[src/rtl/aha_ahb_sram_bridge.sv]
// rtl/aha_ahb_sram_bridge.sv - AHB-Lite slave to single-port byte-strobed SRAM bridge
// Zero-wait-state reads and writes via a one-entry write buffer with read-after-write byte merge.
module aha_ahb_sram_bridge #(
    parameter int ADDR_WIDTH = 14,
    parameter int DATA_WIDTH = 32
) (
    input  logic                              CLK,
    input  logic                              RESETn,
    input  logic                              HSEL,
    input  logic [ADDR_WIDTH+$clog2(DATA_WIDTH/8)-1:0] HADDR,
    input  logic [1:0]                        HTRANS,
    input  logic                              HWRITE,
    input  logic [2:0]                        HSIZE,
    input  logic [DATA_WIDTH-1:0]             HWDATA,
    input  logic                              HREADY,
    output logic                              HREADYOUT,
    output logic                              HRESP,
    output logic [DATA_WIDTH-1:0]             HRDATA,
    output logic                              SRAM_CS,
    output logic [DATA_WIDTH/8-1:0]           SRAM_WE,
    output logic [ADDR_WIDTH-1:0]             SRAM_ADDR,
    output logic [DATA_WIDTH-1:0]             SRAM_WDATA,
    input  logic [DATA_WIDTH-1:0]             SRAM_RDATA
);

    localparam int NB = DATA_WIDTH / 8;
    localparam int OB = $clog2(NB);

    logic                  trans;
    logic                  rap;
    logic                  wap;
    logic [ADDR_WIDTH-1:0] haddr_word;
    logic [NB-1:0]         hmask;
    logic [NB-1:0]         merge_next;

    logic                  wr_pend;
    logic [ADDR_WIDTH-1:0] wr_addr;
    logic [NB-1:0]         wr_mask;
    logic                  buf_valid;
    logic [ADDR_WIDTH-1:0] buf_addr;
    logic [NB-1:0]         buf_mask;
    logic [DATA_WIDTH-1:0] buf_data;
    logic [NB-1:0]         merge_mask;

    logic                  unused_ok;

    assign unused_ok  = HTRANS[0];
    assign trans      = HSEL & HREADY & HTRANS[1];
    assign rap        = trans & ~HWRITE;
    assign wap        = trans & HWRITE;
    assign haddr_word = HADDR[ADDR_WIDTH+OB-1:OB];
    assign HREADYOUT  = 1'b1;
    assign HRESP      = 1'b0;

    // Lane i belongs to the access when it shares the same size-aligned group as the address.
    always_comb begin
        hmask = '0;
        for (int i = 0; i < NB; i++) begin
            if (int'(HSIZE) >= OB)
                hmask[i] = 1'b1;
            else if ((i >> HSIZE) == (int'(HADDR[OB-1:0]) >> HSIZE))
                hmask[i] = 1'b1;
        end
    end

    always_comb begin
        merge_next = '0;
        if (buf_valid && buf_addr == haddr_word)
            merge_next = merge_next | buf_mask;
        if (wr_pend && wr_addr == haddr_word)
            merge_next = merge_next | wr_mask;
    end

    // Port priority: read address phase, then buffered write, then direct data-phase write.
    always_comb begin
        SRAM_CS    = 1'b0;
        SRAM_WE    = '0;
        SRAM_ADDR  = haddr_word;
        SRAM_WDATA = buf_data;
        if (RESETn) begin
            if (rap) begin
                SRAM_CS = 1'b1;
            end else if (buf_valid) begin
                SRAM_CS    = 1'b1;
                SRAM_WE    = buf_mask;
                SRAM_ADDR  = buf_addr;
                SRAM_WDATA = buf_data;
            end else if (wr_pend) begin
                SRAM_CS    = 1'b1;
                SRAM_WE    = wr_mask;
                SRAM_ADDR  = wr_addr;
                SRAM_WDATA = HWDATA;
            end
        end
    end

    always_comb begin
        HRDATA = SRAM_RDATA;
        for (int i = 0; i < NB; i++) begin
            if (merge_mask[i])
                HRDATA[8*i +: 8] = buf_data[8*i +: 8];
        end
    end

    always_ff @(posedge CLK or negedge RESETn) begin
        if (!RESETn) begin
            wr_pend    <= 1'b0;
            wr_addr    <= '0;
            wr_mask    <= '0;
            buf_valid  <= 1'b0;
            buf_addr   <= '0;
            buf_mask   <= '0;
            buf_data   <= '0;
            merge_mask <= '0;
        end else begin
            wr_pend <= wap;
            if (wap) begin
                wr_addr <= haddr_word;
                wr_mask <= hmask;
            end
            // A data phase colliding with a read is parked; the buffer also serves as merge source.
            if (wr_pend && rap) begin
                buf_valid <= 1'b1;
                buf_addr  <= wr_addr;
                buf_mask  <= wr_mask;
                buf_data  <= HWDATA;
            end else if (buf_valid && !rap) begin
                buf_valid <= 1'b0;
            end
            merge_mask <= rap ? merge_next : '0;
        end
    end

endmodule
[config.mk]
export PLATFORM = sky130hd
export DESIGN_NAME = aha_ahb_sram_bridge
export DESIGN_NICKNAME = d
export VERILOG_FILES = /design/src/rtl/aha_ahb_sram_bridge.sv
export SDC_FILE = /design/constraint.sdc
export NUM_CORES = 1
export LEC_CHECK = 0
export ABC_AREA = 1
export CORE_UTILIZATION = 34
export DETAILED_ROUTE_END_ITERATION = 8
export GPL_TIMING_DRIVEN = 1
export MAX_ROUTING_LAYER = met4
export PLACE_DENSITY = 0.63
export SLEW_MARGIN = 0
export SYNTH_ARGS = -nofsm -noshare
export SYNTH_HDL_FRONTEND = slang
export SYNTH_SLANG_ARGS = --single-unit
[constraint.sdc]
create_clock -name CLK -period 1.6 [get_ports CLK]
set_input_delay 0.32 -clock CLK [delete_from_list [all_inputs] [get_ports CLK]]
set_output_delay 0.32 -clock CLK [all_outputs]
set_load 0.01 [all_outputs]
After elaboration in Yosys (flattened, before gate mapping)

Cells that the tools add are included.

Reductions and logical operators: 6
Equality and inequality tests: 6
Shift operators: 5
Order comparisons: 1
Mux-type cells: 33
Bitwise logic cells: 6

Operators by type and width:

| cell                   | count |
|---|---|
| $eq A32 B32 Y1         | 4 |
| $mux W32               | 4 |
| $shr A1 B3 Y32 const A | 2 |
| $shr A2 B3 Y32 const A | 2 |
| $mux W14               | 4 |
| $mux W8                | 4 |
| $shr A2 B3 Y32         | 1 |
| $eq A14 B14 Y1         | 2 |
| $mux W4                | 7 |
| $mux W1                | 14 |
| $and A1 B1 Y1          | 4 |
| $logic_and A1 B1 Y1    | 4 |
| $or A4 B4 Y4           | 1 |
| $ge A3 B2 Y1 const B   | 1 |
| $reduce_bool A2 Y1     | 1 |
| $logic_not A1 Y1       | 1 |
| $not A1 Y1             | 1 |

Output and inout port bits: 85
Input bits: 90
Flip-flop bits (word level): 74
Word-level logic and storage cells: 65

Longest topological paths before layout

Gate-level depths: netlist of the first run.

Word-level depth: 7
Depth in mapped cells: 8
Mapped depth without buffers: 8

Least setup slack after synthesis of the first run

No wires, ideal clock.

Path kind: input port to output port
Start: input HSEL
End: output SRAM_WDATA[10]
Arrival: 1.182 ns
Buffers on the path: 1
Required time: 1.280 ns
Path slack: 0.098 ns
Cell stages on the path: 6
Cell sequence: nand3_1 -> nor2_2 -> nor2_4 -> nand2_4 -> buf_2 -> o21ai_0

Word-level cells in the longest chain between the ends: 5

RTL lines:

| element                     | line | text |
|---|---|---|
| start, declared             | 9    | `input logic HSEL,` |
| $and A1 B1 Y1 (2 in series) | 48   | `assign trans = HSEL & HREADY & HTRANS[1];` |
| $and A1 B1 Y1               | 49   | `assign rap = trans & ~HWRITE;` |
| $mux W32                    | 81   | `if (rap) begin` |
| $mux W32                    | 80   | `if (RESETn) begin` |
| end, declared               | 22   | `output logic [DATA_WIDTH-1:0] SRAM_WDATA,` |

Every way passes these cells.

Worst setup path after layout of the first run

Start: register buf_valid
End: output SRAM_ADDR[1]

Word-level cells in the longest chain between the ends: 3

RTL lines:

| element                | line | text |
|---|---|---|
| start, declared        | 39   | `logic buf_valid;` |
| start signal, assigned | 110  | `buf_valid <= 1'b0;` |
| start signal, assigned | 123  | `buf_valid <= 1'b1;` |
| start signal, assigned | 128  | `buf_valid <= 1'b0;` |
| $mux W14               | 83   | `end else if (buf_valid) begin` |
| $mux W14               | 81   |  |
| $mux W14               | 80   |  |
| end, declared          | 21   | `output logic [ADDR_WIDTH-1:0] SRAM_ADDR,` |

Every way passes these cells.

==> impl_metrics.json, run 1 <==
{
  "status": "finished with violations",
  "violations": "negative setup slack",
  "vias": 5154,
  "core_mm2": 0.0127,
  "crit_buf_inv": 3,
  "rsz0062_at_grt": "true",
  "swShare_pct": 29.0,
  "clk_path_buf_depth": 2,
  "htreeDepth": 3,
  "dpl.hpwl_um": 11000,
  "yosys-top-cells-count": "nand2_1, inv_1, o21ai_0",
  "drv_slew": 0,
  "dp_slack_ps": -1040,
  "syn_inst": 621,
  "syn-num-nets": 711,
  "io_buffers": 171,
  "ys_warn_count": 0,
  "die_area_mm2": 0.0136,
  "synth_ff_type": "dfrtp_1",
  "nNetsFinal": 975,
  "gr-usage-all-layers_pct": 23.2,
  "cp_max_fo": 6,
  "io_pins": 175,
  "drt-total-wl_um": 16700,
  "synthAdderAreaFrac_pct": 0,
  "crit_required_ps": 1280,
  "yosys.area_share.simple_pct": 23.4,
  "cts-root-buf": "clkbuf_16",
  "routed_via_density": 4.85,
  "max_slew.worst_pin.slew_ps": 961,
  "antenna_left": 0,
  "crit_path_end_kind": "primary output",
  "ys_ff_latch": 74,
  "seq_power_share_pct": 36.9,
  "wire_per_inst_um": 15.7,
  "place.gp.congestion": 0.877,
  "utilization_pct": 64.9,
  "irDropWorstVdd_mv": 0.503,
  "final_cells": 1062,
  "grt_max_degree": 75,
  "drcViolationCount": 0,
  "cp_cell_sequence": "buf_6 > o21ai_4 > buf_12 > nand2_4 > o211ai_1 > buf_2",
  "cp_top_family": "buffers and inverters",
  "synthMuxAreaShare_pct": 8.09,
  "internal_power_w": 0.00427,
  "ys_types": 25,
  "hold_viol": 0,
  "relSlewSlack_pct": 35.9,
  "multi_input_area_mm2": 0.00267,
  "power.switching_w": 0.00175,
  "synth_compound_area_share_pct": 16.0,
  "layout-drive-gt1-share_pct": 38.3,
  "grt-ovfl-total": 0,
  "die_w_um": 116,
  "tns_ps": -17060,
  "cts_tree": "built",
  "drtPass1Iterations": 5,
  "synth.avg_cell_area_um2": 7.17,
  "n_fill_cell": 1060,
  "path_clk_slew_ps": 60,
  "cts_sinks": 74,
  "cp_slowest_cell": "dfrtp_2",
  "start_util_pct": 35.0,
  "synth_seq_area_share_pct": 41.6,
  "first_global_vias": 4864,
  "synth_edf_count": 0,
  "fmax_ghz": 0.514,
  "grt_pass1_wl_um": 23300,
  "synth.top_cell.area_share_pct": 41.6,
  "arrival_ps": 1630,
  "skew_ps": 6.57,
  "worst_path_largest_cell_delay_ps": 440,
  "synth_xor_area_share_pct": 0.393,
  "min_path_type": "input pin to asynchronous set/reset pin",
  "area_delta_synth_final_pct": 85.3,
  "drv_cap": 0,
  "dp_cells": 1010,
  "p_clk_share_pct": 36.8,
  "clock_latency_ps": 340,
  "rows": 41,
  "power_density_mw_per_mm2": 729,
  "synthArstFlopShare_pct": 100,
  "ys_top_cells_by_area": "dfrtp_1, nand2_1, o21ai_0, mux2_2, inv_1",
  "yosys.area.top_type": "dfrtp_1",
  "drt_iter0_drc": 301,
  "p_leak_nw": 4.13,
  "timing.final.ws_setup_ps": -346,
  "die_y_um": 116,
  "startpoint_type": "register",
  "regArea_mm2": 0.00185,
  "num_antenna_cells": 0,
  "combPwrFrac_pct": 26.3,
  "path_class": "register to primary output",
  "numCtsBuffers": 9,
  "yosysMostFrequentCell": "nand2_1",
  "synth_top_family_by_area": "simple AND/OR/NAND/NOR gates",
  "setup_violations": 82,
  "synthesis.area_mm2": 0.00446,
  "worstSetupPathDepth": 6,
  "period_minus_slack_ps": 1950,
  "rr_worst_depth": 8,
  "post-route-period-util_pct": 122,
  "hold_buffers": 0,
  "antenna_found_initial": 0
}
==> power by group through the flow <==
stage	clock [W]	sequential, W	combinational, W
detailed placement	0	0.00224	0.00143
CTS	0.00225	0.00221	0.00145
global placement	0	0.00223	0.00140
floorplan	0	0.00220	0.000619
finish	0.00221	0.00222	0.00158
global route	0.00232	0.00224	0.00174
==> area by class of cell <==
class | count | area share, %
tap | 172 | 2.61
sequential | 74 | 22.4
timing repair buffer | 283 | 34.8
multi-input combinational | 432 | 32.3
clock inverter | 6 | 1.09
clock buffer | 10 | 2.89
inverter | 85 | 3.90
==> through the flow <==
step / total power (W) / hold slack, ps / area, µm²
2_1_floorplan: 0.00282 / 24.4 / 4460
3_3_place_gp: 0.00363 / 490 / 6960
3_5_place_dp: 0.00366 / 498 / 6960
4_1_cts: 0.00591 / 287 / 7670
5_1_grt: 0.00630 / 335 / 8260
6_report: 0.00602 / 212 / 8260
==> cell usage in the layout (no fill, tap or decap), types with 3 or more instances in the layout <==
cell / netlist / routed
nor2_4: 1 / 4
buf_6: 0 / 62
nor2_1: 29 / 24
o221ai_2: 0 / 10
a21oi_1: 5 / 3
clkdlybuf4s50_1: 0 / 76
o21ai_1: 32 / 33
buf_4: 4 / 62
nand2_2: 1 / 26
inv_1: 82 / 81
nand2_4: 1 / 7
o21ai_0: 78 / 47
nand3_1: 17 / 16
buf_8: 0 / 8
mux2_4: 0 / 30
nand2_1: 212 / 181
buf_12: 0 / 17
dfrtp_1: 74 / 73
o21ai_4: 0 / 7
clkbuf_16: 0 / 15
nor2_2: 3 / 5
dlymetal6s2s_1: 0 / 7
buf_2: 14 / 43
o21ai_2: 1 / 24
==> cell families (layout without fill, tap and decap cells) <==
family / count (synthesis) / in the layout
AO/OA/AOI/OAI: 131 / 131
buffers and inverters: 115 / 384
other: 2 / 2
AND/OR/NAND/NOR: 265 / 265
multiplexers: 32 / 32
flip-flops: 74 / 74
XOR/XNOR: 2 / 2
==> sequential cells by signal (all words and copies together), names as in the netlist <==
name        cells
wr_mask         4
buf_valid       1
wr_pend         1
merge_mask      4
buf_data       32
buf_mask        4
buf_addr       14
wr_addr        14
==> repair_timing <==
action                                  in CTS  in global routing
cloned                                       3                  8
setup buffers                               25                  4
endpoints found under the setup margin      83                 87
resized for setup                          484                134
pin swaps                                    7                  9
==> metal layers <==
| layer | global-route usage [%] | share of wire, % |
|---|---|---|
| met3 | 2.54 | 4.0 |
| met1 | 28.1 | 41 |
| met5 | - | 0 |
| met2 | 39.5 | 53 |
| met4 | 8.80 | 2.5 |
==> worst paths after layout <==
check,start,endpoint,slack [ps]
hold / removal,RESETn,buf_addr[3],210
min in group CLK,HADDR[8],wr_addr[6],390
hold reg to reg,buf_addr[4],buf_addr[4],520
max in group asynchronous,RESETn,buf_valid,690
setup / recovery,buf_valid,SRAM_ADDR[1],-350
setup reg to reg,buf_valid,merge_mask[0],200
No activity file was read; power rests on OpenSTA's default activity.
==> inputs of run 2 (changes only) <==
- CORE_ASPECT_RATIO: not set -> 0.75
- MAX_ROUTING_LAYER: met4 -> not set
==> run 2 against run 1 <==
The flow still finishes with violations (negative setup slack). Die area is essentially flat. Combinational power shrank 4%. Fmax shrank 0.73%. Critical path depth is the same. Sequential share of layout area grew 1.1 points. Largest cell class unchanged. Largest power group unchanged.
==> impl_metrics.json, run 2 (same netlist as run 1, synthesis figures left out) <==
{
  "status": "finished with violations",
  "violations": "negative setup slack",
  "fmax_ghz": 0.510,
  "max_slew.worst_pin.slew_ps": 966,
  "hold_viol": 0,
  "dpl.hpwl_um": 11200,
  "power_density_mw_per_mm2": 751,
  "worst_path_largest_cell_delay_ps": 410,
  "period_minus_slack_ps": 1960,
  "crit_start": "buf_valid",
  "gr-usage-all-layers_pct": 23.7,
  "post-route-period-util_pct": 122,
  "dp_cells": 1000,
  "skew_ps": 5.87,
  "htreeDepth": 3,
  "die_w_um": 134,
  "grt_max_degree": 75,
  "cts-root-buf": "clkbuf_16",
  "cts_sinks": 74,
  "numCtsBuffers": 9,
  "clk_path_buf_depth": 2,
  "crit_buf_inv": 3,
  "grt-ovfl-total": 0,
  "core_mm2": 0.0125,
  "hold_buffers": 0,
  "cp_cell_sequence": "nor2_4 > nand2_8 > buf_12 > clkbuf_16 > o221ai_2 > buf_2",
  "start_util_pct": 35.6,
  "rsz0062_at_grt": "true",
  "rrSetupSlack_ps": 90,
  "rr_worst_depth": 9,
  "routed_via_density": 4.77,
  "relSlewSlack_pct": 35.6,
  "final_cells": 1052,
  "drt-total-wl_um": 16300,
  "place.gp.congestion": 0.864,
  "grt_pass1_wl_um": 25000,
  "fin_total_pwr_w": 0.00591,
  "top_register": "buf_data",
  "mostFrequentLayoutCell": "nand2_1",
  "io_buffers": 171,
  "nNetsFinal": 971,
  "rows": 35,
  "wire_per_inst_um": 15.5,
  "arrival_ps": 1640,
  "irDropWorstVdd_mv": 0.586,
  "antenna_found_initial": 0,
  "r2r_start": "buf_valid",
  "drcViolationCount": 0,
  "timing.final.ws_setup_ps": -360,
  "num_antenna_cells": 0,
  "antenna_left": 0,
  "vias": 5023,
  "p_leak_nw": 3.98,
  "cp_top_family": "buffers and inverters",
  "path_class": "register to primary output",
  "crit_required_ps": 1280,
  "r2r-end": "merge_mask[1]",
  "crit_path_end_kind": "primary output",
  "cp_max_fo": 5,
  "path_clk_slew_ps": 60,
  "drtPass1Iterations": 5,
  "cp_slowest_cell": "dfrtp_1",
  "drt_iter0_drc": 295,
  "min_path_type": "input pin to asynchronous set/reset pin",
  "die_y_um": 101,
  "drv_slew": 0,
  "largest_reg_flops": 32,
  "first_global_vias": 4889,
  "area_delta_synth_final_pct": 76.8,
  "dp_slack_ps": -934,
  "layout-drive-gt1-share_pct": 36.8,
  "setup_violations": 80,
  "reg_top3": "buf_data (32), buf_addr (14), wr_addr (14)",
  "die_area_mm2": 0.0136,
  "io_pins": 175,
  "clock_latency_ps": 330,
  "layout_common_cells": "nand2_1, inv_1, clkdlybuf4s50_1, dfrtp_1, buf_4",
  "drv_cap": 0,
  "cts_tree": "built",
  "startpoint_type": "register"
}
[run 2: per-layer routing]
layer	vias up	global-route usage (%)	part of all wire, %
li1	2500	-	-
met1	2358	33.1	47
met2	150	38.3	47
met3	15	4.55	4.9
met4	0	5.27	1.0
met5	-	0	0
[run 2: cell type report]
cell class | instances | area [µm²]
tap | 166 | 208
multi-input combinational | 432 | 2530
fill | 1042 | 4650
inverter | 85 | 319
sequential | 74 | 1850
clock buffer | 11 | 243
clock inverter | 5 | 77.6
timing repair buffer | 279 | 2650
[run 2: repair_timing]
item	4_1_cts	5_1_grt
endpoints found under the setup margin	85	87
pin swaps	7	11
buffers inserted	25	10
gates cloned	3	2
resized for setup	498	70
[run 2: how the worst max path moves through the flow]
stage,endpoint,depth (start not counted),slack (ps)
2_1_floorplan,SRAM_WDATA[10],6,100
3_3_place_gp,SRAM_ADDR[1],9,-930
3_5_place_dp,SRAM_WDATA[14],9,-930
4_1_cts,SRAM_ADDR[1],6,-370
5_1_grt,SRAM_ADDR[9],6,-440
6_report,SRAM_ADDR[9],6,-360
[run 2: per-stage QoR]
step | hold slack (ps) | util (%) | cell area [µm²] | TNS (ps)
2_1_floorplan | 24.4 | - | 4460 | 0
3_3_place_gp | 491 | 55.1 | 6910 | -60450
3_5_place_dp | 498 | 55.1 | 6910 | -62420
4_1_cts | 292 | 60.4 | 7570 | -17260
5_1_grt | 350 | 62.9 | 7880 | -23320
6_report | 262 | 62.9 | 7880 | -18240
[run 2: power breakdown]
group	total [W]	internal [W]	switching, W
Sequential	0.00222	0.00206	0.000157
Combinational	0.00151	0.000753	0.000760
Clock	0.00218	0.00140	0.000781
==> inputs of run 3 (changes only) <==
- HOLD_SLACK_MARGIN: not set -> 0.02
==> results of run 3 <==
Final layout, timing and power as in run 2 (identical DEF).
